===== src/rtl/des_stream_ctrl.sv =====
// Streaming valid/ready front/back-end for a 16-round enable-advanced DES pipeline.
// Tracks in-flight blocks with a tag shift register and sequences key reloads around them.
module des_stream_ctrl #(
    parameter int PIPE_DEPTH = 16,
    parameter int OCC_W      = 5
) (
    input  logic             clk,
    input  logic             rst_n,
    input  logic             key_valid,
    output logic             key_ready,
    input  logic [1:64]      key_in,
    input  logic             key_encrypt,
    input  logic             s_valid,
    output logic             s_ready,
    input  logic [1:64]      s_data,
    output logic             m_valid,
    input  logic             m_ready,
    output logic [1:64]      m_data,
    output logic             core_encrypt,
    output logic [1:64]      core_keys_64,
    output logic             core_change_keys_en,
    input  logic             core_subkeys_valid,
    output logic             core_data_input_en,
    output logic [1:64]      core_data_64_in,
    input  logic [1:64]      core_data_64_out,
    output logic [OCC_W-1:0] occupancy,
    output logic             busy
);

    typedef enum logic [2:0] {
        IDLE   = 3'd0,
        KEYRST = 3'd1,
        KEYGEN = 3'd2,
        RUN    = 3'd3,
        DRAIN  = 3'd4
    } state_t;

    state_t                 state_q, state_d;
    logic [1:64]            key_q, key_d;
    logic                   enc_q, enc_d;
    logic [1:64]            pend_key_q, pend_key_d;
    logic                   pend_enc_q, pend_enc_d;
    logic [1:PIPE_DEPTH]    tag_q, tag_d;
    logic [OCC_W-1:0]       occ_q, occ_d;
    logic                   m_valid_q, m_valid_d;
    logic [1:64]            m_data_q, m_data_d;

    logic                   key_ready_s;
    logic                   s_ready_s;
    logic                   s_fire_s;
    logic                   key_fire_s;
    logic                   ofree_s;
    logic                   adv_s;
    logic                   out_cap_s;

    // Handshake and pipeline-advance decode
    always_comb begin
        key_ready_s = (state_q == IDLE) || (state_q == RUN);
        ofree_s     = !tag_q[PIPE_DEPTH] || !m_valid_q || m_ready;
        s_ready_s   = (state_q == RUN) && core_subkeys_valid && ofree_s;
        s_fire_s    = s_valid && s_ready_s;
        key_fire_s  = key_valid && key_ready_s;
        // Bubbles are only pushed while something is still inside the core
        adv_s       = ((state_q == RUN) || (state_q == DRAIN)) && core_subkeys_valid && ofree_s
                      && (s_fire_s || (occ_q != '0));
        out_cap_s   = adv_s && tag_q[PIPE_DEPTH];
    end

    // Key sequencing state machine next-state logic
    always_comb begin
        state_d    = state_q;
        key_d      = key_q;
        enc_d      = enc_q;
        pend_key_d = pend_key_q;
        pend_enc_d = pend_enc_q;
        case (state_q)
            IDLE: begin
                if (key_fire_s) begin
                    key_d   = key_in;
                    enc_d   = key_encrypt;
                    state_d = KEYGEN;
                end else begin
                    state_d = IDLE;
                end
            end
            KEYGEN: begin
                if (core_subkeys_valid) begin
                    state_d = RUN;
                end else begin
                    state_d = KEYGEN;
                end
            end
            RUN: begin
                if (key_fire_s) begin
                    pend_key_d = key_in;
                    pend_enc_d = key_encrypt;
                    state_d    = DRAIN;
                end else begin
                    state_d = RUN;
                end
            end
            DRAIN: begin
                // The old key stays on the core until every tagged block has left it
                if (occ_q == '0) begin
                    key_d   = pend_key_q;
                    enc_d   = pend_enc_q;
                    state_d = KEYRST;
                end else begin
                    state_d = DRAIN;
                end
            end
            KEYRST: begin
                if (!core_subkeys_valid) begin
                    state_d = KEYGEN;
                end else begin
                    state_d = KEYRST;
                end
            end
            default: begin
                state_d = IDLE;
            end
        endcase
    end

    // Tag shift, occupancy and output register next-state logic
    always_comb begin
        if (adv_s) begin
            tag_d = {s_fire_s, tag_q[1:PIPE_DEPTH-1]};
        end else begin
            tag_d = tag_q;
        end

        case ({s_fire_s, out_cap_s})
            2'b10:   occ_d = occ_q + OCC_W'(1);
            2'b01:   occ_d = occ_q - OCC_W'(1);
            default: occ_d = occ_q;
        endcase

        m_data_d = m_data_q;
        if (out_cap_s) begin
            m_valid_d = 1'b1;
            m_data_d  = core_data_64_out;
        end else if (m_ready) begin
            m_valid_d = 1'b0;
        end else begin
            m_valid_d = m_valid_q;
        end
    end

    // State and datapath registers
    always_ff @(posedge clk or negedge rst_n) begin
        if (!rst_n) begin
            state_q    <= IDLE;
            key_q      <= 64'h0;
            enc_q      <= 1'b0;
            pend_key_q <= 64'h0;
            pend_enc_q <= 1'b0;
            tag_q      <= '0;
            occ_q      <= '0;
            m_valid_q  <= 1'b0;
            m_data_q   <= 64'h0;
        end else begin
            state_q    <= state_d;
            key_q      <= key_d;
            enc_q      <= enc_d;
            pend_key_q <= pend_key_d;
            pend_enc_q <= pend_enc_d;
            tag_q      <= tag_d;
            occ_q      <= occ_d;
            m_valid_q  <= m_valid_d;
            m_data_q   <= m_data_d;
        end
    end

    assign key_ready           = key_ready_s;
    assign s_ready             = s_ready_s;
    assign m_valid             = m_valid_q;
    assign m_data              = m_data_q;
    assign core_encrypt        = enc_q;
    assign core_keys_64        = key_q;
    assign core_change_keys_en = (state_q == KEYGEN) || (state_q == RUN) || (state_q == DRAIN);
    assign core_data_input_en  = adv_s;
    assign core_data_64_in     = s_fire_s ? s_data : 64'h0;
    assign occupancy           = occ_q;
    assign busy                = (state_q != RUN) || (occ_q != '0);

endmodule


===== config.mk =====
export PLATFORM = sky130hd
export DESIGN_NAME = des_stream_ctrl
export DESIGN_NICKNAME = d
export VERILOG_FILES = /design/src/rtl/des_stream_ctrl.sv
export SDC_FILE = /design/constraint.sdc
export NUM_CORES = 1
export LEC_CHECK = 0
export CORE_AREA = 3 3 163 165
export DETAILED_ROUTE_END_ITERATION = 7
export DIE_AREA = 0 0 166 168
export GPL_TIMING_DRIVEN = 0
export PLACE_DENSITY = 0.76
export REMOVE_ABC_BUFFERS = 1
export SLEW_MARGIN = 20
export SYNTH_ARGS = -nofsm -noshare
export SYNTH_HDL_FRONTEND = slang
export SYNTH_SLANG_ARGS = --single-unit

===== constraint.sdc =====
create_clock -name clk -period 3.4 [get_ports clk]
set_input_delay 0.68 -clock clk [delete_from_list [all_inputs] [get_ports clk]]
set_output_delay 0.68 -clock clk [all_outputs]
set_load 0.01 [all_outputs]

Yosys cells after proc, flatten, opt, wreduce, memory -nomap -nowiden
Cells that the tools add are included.

Flip-flop bits (word level): 219. Input port bits: 199. Output and inout bits: 204. Word-level logic and storage cells: 62.

Add/sub/neg operators: 2. Equality and inequality tests: 9. Muxes and demuxes: 16. Reductions and logical operators: 26.

Operator list (count): $mux W64 (3); $pmux W64 S2 (1); $pmux W3 S5 (1); $pmux W5 S2 (1); $logic_and A1 B1 Y1 (8); $logic_or A1 B1 Y1 (8); $eq A3 B2 Y1 const B (2); $mux W3 (2); $reduce_bool A2 Y1 (3); $add A5 B1 Y5 const B (1); $logic_not A5 Y1 (1); $mux W1 (5); $reduce_bool A5 Y1 (1); $sub A5 B1 Y5 const B (1); $mux W2 (2); $eq A3 B1 Y1 const B (1); $eq A3 B3 Y1 const B (1); $logic_not A3 Y1 (1); $ne A3 B2 Y1 const B (1); $reduce_and A3 Y1 (1); $eq A2 B1 Y1 const B (1); $eq A2 B2 Y1 const B (1); $logic_not A1 Y1 (2); $ne A2 B1 Y1 const B (1); 3 further kinds (3).

Longest topological paths before layout
Gate-level depths: netlist of run 1.

Word-level depth: 10. Depth in mapped cells: 13.

Least setup slack after synthesis of run 1
OpenSTA, ideal clock, no wires.

Path kind: flip-flop to flip-flop. Start point: register occ_q[0], in the netlist occupancy[0]. End point: register occ_q[4], in the netlist occupancy[4]. Setup time: 80 ps. Arrival time: 3209 ps. Slack: 111 ps. Cell stages (with the launch flop): 13. Period minus slack after synthesis: 3289 ps. Cells stage by stage: dfrtp_1 or4_1 o31a_1 o2111ai_2 buf_6 buf_12 inv_1 ha_1 fa_1 a21o_1 a21oi_1 mux2i_1 xnor2_1.

Cells in the longest elaborated chain, start to end: 6.

RTL lines: start, declared (line 44) `logic [OCC_W-1:0] occ_q, occ_d;`; start signal, assigned (line 159) `occ_q <= '0;`; start signal, assigned (line 169) `occ_q <= occ_d;`; $reduce_bool A5 Y1 (line 65) `&& (s_fire_s || (occ_q != '0));`; $logic_or A1 B1 Y1 (line 65); $logic_and A1 B1 Y1 (line 65); $logic_and A1 B1 Y1 (line 66) `out_cap_s = adv_s && tag_q[PIPE_DEPTH];`; $eq A2 B1 Y1 / $eq A2 B2 Y1 (equally long branches) (line 133) `case ({s_fire_s, out_cap_s})`; $pmux W5 S2 / $reduce_bool A2 Y1 (equally long branches).

Several ways; a longest one is shown, not always the timed one. A chain may end at the register's enable or synchronous reset.

Final worst setup path of run 1
Start point: input m_ready. End point: output core_data_64_in[47] (netlist name).

Cells in the longest elaborated chain, start to end: 4.

RTL lines: start, declared (line 17) `input logic m_ready,`; $logic_or A1 B1 Y1 (line 59) `ofree_s = !tag_q[PIPE_DEPTH] || !m_valid_q || m_ready;`; $logic_and A1 B1 Y1 (line 60) `s_ready_s = (state_q == RUN) && core_subkeys_valid && ofree_s;`; $logic_and A1 B1 Y1 (line 61) `s_fire_s = s_valid && s_ready_s;`; $mux W64 (line 183) `assign core_data_64_in = s_fire_s ? s_data : 64'h0;`; end, declared (line 24) `output logic [1:64] core_data_64_in,`.

No other way between the ends.

==> results of run 1 <==
==> registers in the layout, indices dropped and copies added (netlist names) <==
name	cells
tag_q	16
core_encrypt	1
m_valid	1
core_keys_64	64
occupancy	5
m_data	64
state_q	3
pend_enc_q	1
pend_key_q	64
==> report_power, final <==
group	internal, mW	switching [mW]	total [mW]
Sequential	3.50	0.498	3.99
Combinational	2.19	1.41	3.60
Clock	1.53	1.00	2.54
==> Yosys cell counts (all sizes together), types with 4 or more instances <==
cell / number / area share [%]
dfrtp: 219 / 56
mux2: 210 / 26
nand2: 203 / 7.7
and2: 65 / 4.1
clkbuf: 25 / 0.95
buf: 21 / 1.9
o21ai: 7 / 0.36
a21oi: 5 / 0.29
inv: 5 / 0.19
ha: 4 / 0.51
nor2: 4 / 0.15
==> worst max-delay path: stages <==
cell and delay, ps:
clkdlybuf4s50_1 500, nand2b_4 160, o21a_1 190, and3_4 280
buf_12 160, and2_1 140, clkdlybuf4s50_1 550
==> path summary, 6_finish.rpt <==
kind / to / slack, ps / cells past startpoint
min in group clk: tag_q[14]$_DFFE_PN0N_ / 500 / 1
min reg2reg: tag_q[14]$_DFFE_PN0N_ / 500 / 1
min: pend_key_q[37]$_DFFE_PN0P_ / 110 / 1
max: core_data_64_in[47] / 40 / 7
max reg2reg: occupancy[4]$_DFFE_PN0P_ / 190 / 10
max in group asynchronous: occupancy[0]$_DFFE_PN0P_ / 2080 / 3
==> final cells by class <==
type	instances	area [µm²]	share of cell area (%)
Antenna cell	1	2.50	0.0163
Clock buffer	39	728	4.75
Clock inverter	4	47.5	0.310
Inverter	5	18.8	0.122
Multi-Input combinational cell	526	4120	26.9
Sequential cell	219	5480	35.7
Tap cell	330	413	2.69
Timing Repair Buffer	438	4530	29.5
==> timing repair <==
action / 4_1_cts / 5_1_grt
setup endpoints to repair: 34 / 15
pin swaps: 2 / 1
buffers inserted: 1 / 9
resized for setup: 35 / 22
cloned: 1 / 1
==> layer usage <==
metal	global-route usage, %	wire length (µm)	vias to the layer above
li1	-	-	3473
met1	25.6	12000	3628
met2	31.3	13400	236
met3	4.95	1940	31
met4	3.83	539	0
met5	0	0	-
==> cells by family after synthesis <==
| logic type | after synthesis |
|---|---|
| AND/OR/NAND/NOR | 285 |
| flip-flops | 219 |
| multiplexers | 211 |
| buffers and inverters | 51 |
| AO/OA/AOI/OAI | 21 |
| adder cells (fa/ha/maj) | 5 |
| XOR/XNOR | 4 |
==> flow_summary.json, run 1 <==
{
  "outcome": "completed",
  "final_cell_mix": "clkdlybuf4s50_1 (351), dfrtp_1 (218), nand2_1 (202), mux2_2 (163), and2_1 (65)",
  "r2r-start": "occupancy[0]$_DFFE_PN0P_",
  "cts-buffers-inserted": 25,
  "clock_tree.buffer_depth": 3,
  "worst_slew_pin_slew_ps": 612,
  "final_cells": 1562,
  "final_common_cell": "clkdlybuf4s50_1",
  "grt_pass1_vias": 7670,
  "first_pass_iters": 4,
  "synth_cell_type_count": 37,
  "finalSetupTns_ps": 0,
  "cp_max_fo": 16,
  "core_mm2": 0.0252,
  "antenna_left": 0,
  "crit_path_end_kind": "output port",
  "routedWlPerCell_um": 17.8,
  "synthCells": 796,
  "ys.flop_type": "dfrtp_1",
  "totalPowerFinal_mw": 10.1,
  "htreeDepth": 1,
  "post_drt_via_cell_ratio": 4.72,
  "max_freq_ghz": 0.298,
  "drive_gt1_share_pct": 23.6,
  "wirelength_mm": 27.9,
  "synth-xor-area-share_pct": 0.356,
  "synth_area_per_cell_um2": 12.4,
  "antenna_found_initial": 0,
  "routabilityCongestion": 0.853,
  "cts_tree": "built",
  "ys_warn_count": 0,
  "synth_compound_area_share_pct": 1.44,
  "fin_crit_sh_pct": 98.8,
  "synth-edff-count": 0,
  "cts_num_sinks": 219,
  "min_period_ps": 3360,
  "dp_cells": 1506,
  "cts_root_buf": "clkbuf_16",
  "muxShareOfSynthArea_pct": 25.9,
  "required_ps": 2720,
  "grt-ovfl-total": 0,
  "ys_seq_area_share_pct": 55.7,
  "arrival_ps": 2680,
  "area_delta_synth_final_pct": 55.8,
  "skew_ps": 16.1,
  "crit_start": "m_ready",
  "ys_ff_latch": 219,
  "fill_cells": 1988,
  "leakagePower_nw": 7.51,
  "dpl-instance-area_mm2": 0.0144,
  "mappedNetlistArea_mm2": 0.00984,
  "final_max_slew_viol_count": 0,
  "post-place-ws_ps": -228,
  "route.detailed.drc": 0,
  "synth_top_family_by_area": "multiplexers",
  "synth-simple-area-share_pct": 12.9,
  "pin_count": 403,
  "hold_slack_ps": 112,
  "setup_violations": 0,
  "die_area_mm2": 0.0279,
  "die_y_um": 168,
  "dp_hpwl_mm": 20.2,
  "peakVddDrop_uv": 475,
  "start_kind": "input pin",
  "maxCapViolations": 0,
  "finalHoldViolCount": 0,
  "track_usage_pct": 19.0,
  "power_density_mw_per_mm2": 661,
  "maxSlewHeadroom_pct": 59.0,
  "port_buffers": 402,
  "rows": 58,
  "hp-class": "input pin to asynchronous set/reset pin",
  "ys_async_sr_fraction_pct": 100,
  "grt_max_degree": 92,
  "worstSkewPairLatency_ps": 500,
  "vias": 7368,
  "dieWidth_um": 166,
  "grt_pass1_wl_mm": 43.2,
  "fin_area_mm2": 0.0153,
  "initial_core_util_pct": 39.1,
  "synth_fa_ha_area_share_pct": 0.712,
  "cts.clk_slew.worst_paths_ps": 60,
  "nets": 1419,
  "fin_ws_ps": 39.7,
  "path_class": "input pin to output port",
  "drtIter0Drc": 440,
  "utilization_pct": 60.9,
  "holdBufCountCts": 0
}
No activity file was read; power rests on OpenSTA's default activity.
==> run 2: changes to the inputs <==
Settings changed: CAP_MARGIN from default to 20, SETUP_SLACK_MARGIN from default to 0.15.
==> flow_summary.json, run 2 (synthesized netlist as in run 1, its figures left out) <==
{
  "required_ps": 2720,
  "crit_path_end_kind": "output port",
  "holdBufCountCts": 0,
  "wirelength_mm": 28.3,
  "vias": 7386,
  "final_common_cell": "clkdlybuf4s50_1",
  "dp_hpwl_mm": 20.2,
  "cts_root_buf": "clkbuf_16",
  "grt-ovfl-total": 0,
  "antennaDiodeCount": 0,
  "antenna_left": 0,
  "rows": 58,
  "drtIter0Drc": 475,
  "hold_slack_ps": 100,
  "drive_gt1_share_pct": 24.6,
  "cts.clk_slew.worst_paths_ps": 60,
  "final_cells": 1558,
  "arrival_ps": 2530,
  "grt_pass1_wl_mm": 43.8,
  "area_delta_synth_final_pct": 55.4,
  "routabilityCongestion": 0.853,
  "start_kind": "input pin",
  "route.detailed.drc": 0,
  "track_usage_pct": 19.4,
  "outcome": "completed",
  "first_pass_iters": 4,
  "peakVddDrop_uv": 436,
  "hp-class": "input pin to asynchronous set/reset pin",
  "die_area_mm2": 0.0279,
  "core_mm2": 0.0252,
  "pin_count": 403,
  "nets": 1415,
  "power_density_mw_per_mm2": 676,
  "final_cell_mix": "clkdlybuf4s50_1 (336), dfrtp_1 (217), nand2_1 (202), mux2_2 (163), and2_1 (65)",
  "max_freq_ghz": 0.312,
  "path_class": "input pin to output port",
  "final_max_slew_viol_count": 0,
  "initial_core_util_pct": 39.1,
  "maxCapViolations": 0,
  "cts-buffers-inserted": 25,
  "rsz0062_at_grt": "no",
  "maxSlewHeadroom_pct": 58.2,
  "worstSkewPairLatency_ps": 500,
  "post_drt_via_cell_ratio": 4.74,
  "routedWlPerCell_um": 18.2,
  "leakagePower_nw": 7.33,
  "htreeDepth": 1,
  "antenna_found_initial": 0,
  "grt_max_degree": 92,
  "worst_slew_pin_slew_ps": 623,
  "fin_crit_sh_pct": 94.4,
  "skew_ps": 6.60,
  "cts_num_sinks": 219,
  "cts_tree": "built",
  "setup_violations": 0,
  "finalHoldViolCount": 0,
  "clock_tree.buffer_depth": 3,
  "min_period_ps": 3210,
  "dieWidth_um": 166,
  "die_y_um": 168,
  "dp_cells": 1506,
  "port_buffers": 402,
  "grt_pass1_vias": 7773,
  "cp_max_fo": 32
}
## run 2: worst max-delay path, cell delays in order
cell and delay (ps):
clkdlybuf4s50_1 500, nand2b_4 160, o21a_1 150, and3_4 240, buf_4 140, buf_12 160
and2_1 210, clkdlybuf4s15_1 280
## run 2: area by class of cell
type / instances / area, µm²
Fill cell: 1995 / 9880
Sequential cell: 219 / 5480
Timing Repair Buffer: 433 / 4400
Multi-Input combinational cell: 527 / 4140
Clock buffer: 31 / 678
Tap cell: 330 / 413
Clock inverter: 13 / 170
Inverter: 5 / 18.8
## run 2: final timing paths
check	cells after the start	slack, ps	start	endpoint
hold / removal	1	100	rst_n	core_keys_64[2]$_DFFE_PN0P_
setup reg to reg	10	290	occupancy[0]$_DFFE_PN0P_	occupancy[4]$_DFFE_PN0P_
hold reg to reg	1	500	m_data[51]$_DFFE_PN0P_	m_data[51]$_DFFE_PN0P_
min in group clk	1	500	m_data[51]$_DFFE_PN0P_	m_data[51]$_DFFE_PN0P_
max in group asynchronous	3	2100	rst_n	occupancy[0]$_DFFE_PN0P_
setup / recovery	8	190	m_ready	core_data_64_in[57]
## run 2: power by group
| part | total [mW] | switching, mW | internal, mW |
|---|---|---|---|
| combinational | 3.57 | 1.41 | 2.16 |
| sequential | 4.01 | 0.511 | 3.50 |
| clock | 2.77 | 1.06 | 1.71 |
| total | 10.3 | 2.98 | 7.37 |
## run 2: what timing repair did
action | CTS | global route
pin swaps | 4 | 0
setup endpoints to repair | 67 | 13
buffers inserted | 5 | 0
gates resized for setup | 70 | 18
gates cloned | 2 | 1
## run 2: per-stage QoR
step / area [µm²] / total power [mW] / utilization, % / setup slack [ps] / setup TNS, ps
floorplan: 9570 / 5.77 / - / -2750 / -273260
global placement: 14000 / 7.52 / 55.6 / -7920 / -2488340
detailed placement: 14400 / 7.62 / 57.2 / -228 / -1070
CTS: 15300 / 10.5 / 60.6 / 48.6 / 0
global route: 15300 / 10.9 / 60.8 / 151 / 0
finish: 15300 / 10.3 / 60.8 / 190 / 0
## run 2: metal layers
metal | wire (µm) | share of wire (%) | global-route usage (%) | vias up
met2 | 13500 | 48 | 32.0 | 227
li1 | - | - | - | 3468
met3 | 1740 | 6.1 | 5.14 | 47
met4 | 658 | 2.3 | 4.59 | 0
met1 | 12400 | 44 | 25.7 | 3644
met5 | 0 | 0 | 0 | -
==> run 3: changes to the inputs <==
--- a/config.mk
+++ b/config.mk
@@ -14,3 +14,2 @@
 export REMOVE_ABC_BUFFERS = 1
-export SETUP_SLACK_MARGIN = 0.15
 export SLEW_MARGIN = 20
==> constraint.sdc (replaced) <==
create_clock -name clk -period 3.4 [get_ports clk]
set_input_delay 0.34 -clock clk [delete_from_list [all_inputs] [get_ports clk]]
set_output_delay 0.34 -clock clk [all_outputs]
set_load 0.01 [all_outputs]
==> flow_summary.json, run 3 (synthesized netlist as in run 1, its figures left out) <==
{
  "port_buffers": 402,
  "leakagePower_nw": 6.98,
  "cts_num_sinks": 219,
  "finalSetupTns_ps": 0,
  "area_delta_synth_final_pct": 55.1,
  "maxSlewHeadroom_pct": 58.3,
  "hp-class": "input pin to asynchronous set/reset pin",
  "die_y_um": 168,
  "rsz0062_at_grt": "no",
  "antennaDiodeCount": 0,
  "grt-ovfl-total": 0,
  "worstSkewPairLatency_ps": 510,
  "grt_max_degree": 92,
  "cp_max_fo": 6,
  "dieWidth_um": 166,
  "skew_ps": 7.80,
  "nets": 1409,
  "initial_core_util_pct": 39.1,
  "track_usage_pct": 18.9,
  "crit_path_end_kind": "flop",
  "start_kind": "flop",
  "routedWlPerCell_um": 17.8,
  "rows": 58,
  "fin_crit_sh_pct": 94.9,
  "peakVddDrop_uv": 436,
  "antenna_left": 0,
  "r2r-start": "occupancy[0]$_DFFE_PN0P_",
  "fill_cells": 1971,
  "power_density_mw_per_mm2": 676,
  "register_area_mm2": 0.00548,
  "arrival_ps": 3660,
  "multiInputGateArea_mm2": 0.00411,
  "cts_tree": "built",
  "post_drt_via_cell_ratio": 4.69,
  "antenna_found_initial": 0,
  "drtIter0Drc": 422,
  "pin_count": 403,
  "required_ps": 3830,
  "outcome": "completed",
  "reg2regPathDepth": 10,
  "worst_slew_pin_slew_ps": 622,
  "final_cell_mix": "clkdlybuf4s50_1 (401), dfrtp_1 (218), nand2_1 (202), mux2_2 (163), and2_1 (65)",
  "clock_tree.buffer_depth": 3,
  "path_class": "flop to flop",
  "cts.clk_slew.worst_paths_ps": 60,
  "cts-buffers-inserted": 25,
  "vias": 7281,
  "die_area_mm2": 0.0279,
  "drive_gt1_share_pct": 23.4,
  "htreeDepth": 1,
  "reg2reg_slack_ps": 170,
  "core_mm2": 0.0252,
  "wirelength_mm": 27.6,
  "maxCapViolations": 0,
  "finalHoldViolCount": 0,
  "max_freq_ghz": 0.310,
  "setup_violations": 0,
  "r2r-end": "occupancy[4]$_DFFE_PN0P_",
  "dp_hpwl_mm": 20.2,
  "final_common_cell": "clkdlybuf4s50_1",
  "utilization_pct": 60.6,
  "routabilityCongestion": 0.853,
  "first_pass_iters": 4,
  "grt_pass1_vias": 7667,
  "route.detailed.drc": 0,
  "final_max_slew_viol_count": 0,
  "cts_root_buf": "clkbuf_16",
  "min_period_ps": 3230,
  "grt_pass1_wl_mm": 43.0
}
-- run 3: where the power goes --
part           switching (mW)  internal, mW
Sequential              0.495          3.50
Clock                    1.06          1.71
Combinational            1.39          2.17
-- run 3: cell type report --
cell class | count | share of cell area [%]
Inverter | 5 | 0.123
Sequential cell | 219 | 35.9
Multi-Input combinational cell | 526 | 26.9
Clock inverter | 13 | 1.11
Clock buffer | 31 | 4.44
Tap cell | 330 | 2.70
Timing Repair Buffer | 428 | 28.8
-- run 3: how the worst max path moves through the flow --
stage / end / slack [ps] / start
2_1_floorplan: core_encrypt$_DFFE_PN0P_ / -2750 / occupancy[0]$_DFFE_PN0P_
3_3_place_gp: m_data[1]$_DFFE_PN0P_ / -7580 / rst_n
6_report: occupancy[4]$_DFFE_PN0P_ / 170 / occupancy[0]$_DFFE_PN0P_
4_1_cts: core_data_input_en / 90 / state_q[1]$_DFF_PN0_
3_5_place_dp: occupancy[4]$_DFFE_PN0P_ / -40 / occupancy[0]$_DFFE_PN0P_
5_1_grt: occupancy[4]$_DFFE_PN0P_ / 10 / occupancy[0]$_DFFE_PN0P_
-- run 3: metal layers --
layer	global-route usage [%]	share of wire (%)	up-vias
met5	0	0	-
met4	4.52	2.4	0
met2	30.9	47	242
li1	-	-	3452
met1	25.5	44	3542
met3	5.00	6.5	45
-- run 3: critical path, cell delays in order (launching register included) --
cell	delay (ps)
dfrtp_2	460
or4_1	570
o31a_1	330
o2111ai_4	230
inv_1	60
ha_1	290
fa_1	440
a21o_1	200
a21oi_1	210
mux2i_1	250
xnor2_1	130
-- run 3: repair_timing --
action                                  in CTS  in global routing
resized for setup                            1                  2
setup buffers                                1                  0
endpoints found under the hold margin       56                  0
hold buffers                                 1                  0
pin swaps                                    1                  0
endpoints found under the setup margin       2                  2
-- run 3: stage by stage --
stage | std cells | total power [mW] | hold slack [ps] | setup slack, ps | area, µm²
2_1_floorplan | 750 | 5.77 | 44.4 | -2750 | 9570
3_3_place_gp | 1482 | 7.52 | 485 | -7580 | 14000
3_5_place_dp | 1506 | 7.62 | 294 | -40.1 | 14400
4_1_cts | 1552 | 10.5 | 345 | 93.9 | 15300
5_1_grt | 1552 | 10.9 | 397 | 15.0 | 15300
6_report | 1552 | 10.3 | 362 | 173 | 15300
==> variant: new RTL, settings of run 3 <==
Re-encode `state_t` (5 states) as one-hot, 5 bits wide.
--- a/src/rtl/des_stream_ctrl.sv
+++ b/src/rtl/des_stream_ctrl.sv
@@ -27,12 +27,12 @@
     output logic             busy
 );
 
-    typedef enum logic [2:0] {
-        IDLE   = 3'd0,
-        KEYRST = 3'd1,
-        KEYGEN = 3'd2,
-        RUN    = 3'd3,
-        DRAIN  = 3'd4
+    typedef enum logic [4:0] {
+        IDLE   = 5'b00001,
+        KEYRST = 5'b00010,
+        KEYGEN = 5'b00100,
+        RUN    = 5'b01000,
+        DRAIN  = 5'b10000
     } state_t;
 
     state_t                 state_q, state_d;
Formal check against the unedited RTL: same outputs for any inputs over 4 cycles, from zero or initial values and one cycle with rst_n low; so few cycles prove little.
==> variant against run 3 <==
- synthesized cell count fell by 14%
- largest cell class unchanged
- final area rose by 0.93%
- wire length rose by 2.9%
- utilization rose by 0.56 points
- fmax fell by 2.6%
- via count fell by 4.1%
- sequential cell count rose by 2
- power fell by 14%
- worst setup slack got worse by 0.085 ns
- synthesized area rose by 1.3%
==> variant: results (changes against run 3) <==
- Fillers: 1951 (-1.0%)
- R2R cell count: 13 (+3)
- Final setup skew: 0.01294 ns (+0.005143 ns)
- Syn avg cell area: 14.64 um^2 (+18%)
- Slew headroom: 45.20% (-13 points)
- Iter 0 DRT Violations: 333 (-21%)
- Grt met3 use: 6.739% (+1.7 points)
- Number of library cell types mapped by synthesis: 42 (+14%)
- Compound-Gate Fraction of Synth Area: 1.794% (+0.36 points)
- Post-synthesis xor/xnor area fraction: 0.5270% (+0.17 points)
- DP Worst Slack: -0.3228 ns (-0.2826 ns)
- Hold slack: 0.3285 ns (-0.03371 ns)
- Leak: 6.941 nW (-0.51%)
- GRT Util Overall: 19.69% (+0.76 points)
- Met2 usage: 32.22% (+1.3 points)
- Crit path max fanout: 55 (+49)
- Sequential area share after synthesis: 55.48% (-0.19 points)
- Number of global-route vias before repair: 7609 (-0.76%)
- Fin nets: 1298 (-7.9%)
- Worst R2R Start: state_q[1]$_DFF_PN0_
- Adder-Cell Fraction of Synth Area: 0.7027% (-0.0090 points)
- Max VDD drop: 0.3676 mV (-16%)
- Setup crit start: state_q[1]$_DFF_PN0_
- Share of layout cells above drive strength 1: 31.83% (+8.4 points)
- Detailed placement HPWL: 20740 um (+2.5%)
- Largest cells by area after synthesis: dfrtp_1, mux2_2, mux2_4
- WP data arrival: 2.97 ns (-0.69 ns)
- Status: finished clean
- Vias: 6982 (-4.1%)
- Final Cycle Share: 97.41% (+2.5 points)
- GP Congestion: 0.7646 (-10%)
- DR vias/cell: 4.842 (+3.2%)
- Placed insts: 1385 (-8.0%)
- Mux contribution to synthesized area: 32.48% (+6.6 points)
- CP endpoint: core_data_64_in[43]
- Largest net degree at the start of global routing: 96 (+4.3%)
- Slowest CP cell: clkdlybuf4s50_1
- Commonest cells in the netlist: mux2_2, dfrtp_1, and2_1
- Met1 usage: 25.90% (+0.43 points)
- First-pass GRT wire length: 44090 um (+2.5%)
- CTS buffer count: 26 (+4.0%)
- Area of placed instances: 0.01442 mm^2 (+0.16%)
- Multi-input logic area: 0.004203 mm^2 (+2.3%)
- Average wire per standard cell: 19.71 um (+11%)
variant: routing by layer:
metal	part of all wire (%)	up-vias
met2	47	264
met5	0	-
met4	1.8	0
li1	-	3217
met1	43	3465
met3	8.3	36
variant: logic make-up after synthesis:
family,after synthesis
adders and majority gates,5
and+or+nand+nor,101
AOI/OAI and AO/OA,25
buffers and inverters,48
xor gates and xnor gates,6
DFF,221
muxes,275
variant: area by class of cell:
cell class                      instances  area share, %
Sequential cell                       221          35.91
Timing Repair Buffer                  426          28.27
Multi-Input combinational cell        413          27.27
Clock buffer                           36          4.862
Tap cell                              330          2.679
Clock inverter                         10         0.8686
Inverter                                6         0.1461
variant: what timing repair did:
item	in CTS	in global routing
setup endpoints to repair	58	23
hold buffers	1	0
pin swaps	3	1
gates resized for setup	1	4
gates cloned	1	0
buffers inserted	6	3
hold endpoints to repair	50	0
variant: report_power, final:
| part | internal (mW) | switching [mW] |
|---|---|---|
| Sequential | 3.23 | 0.330 |
| Clock | 1.76 | 1.09 |
| Combinational | 1.61 | 0.911 |
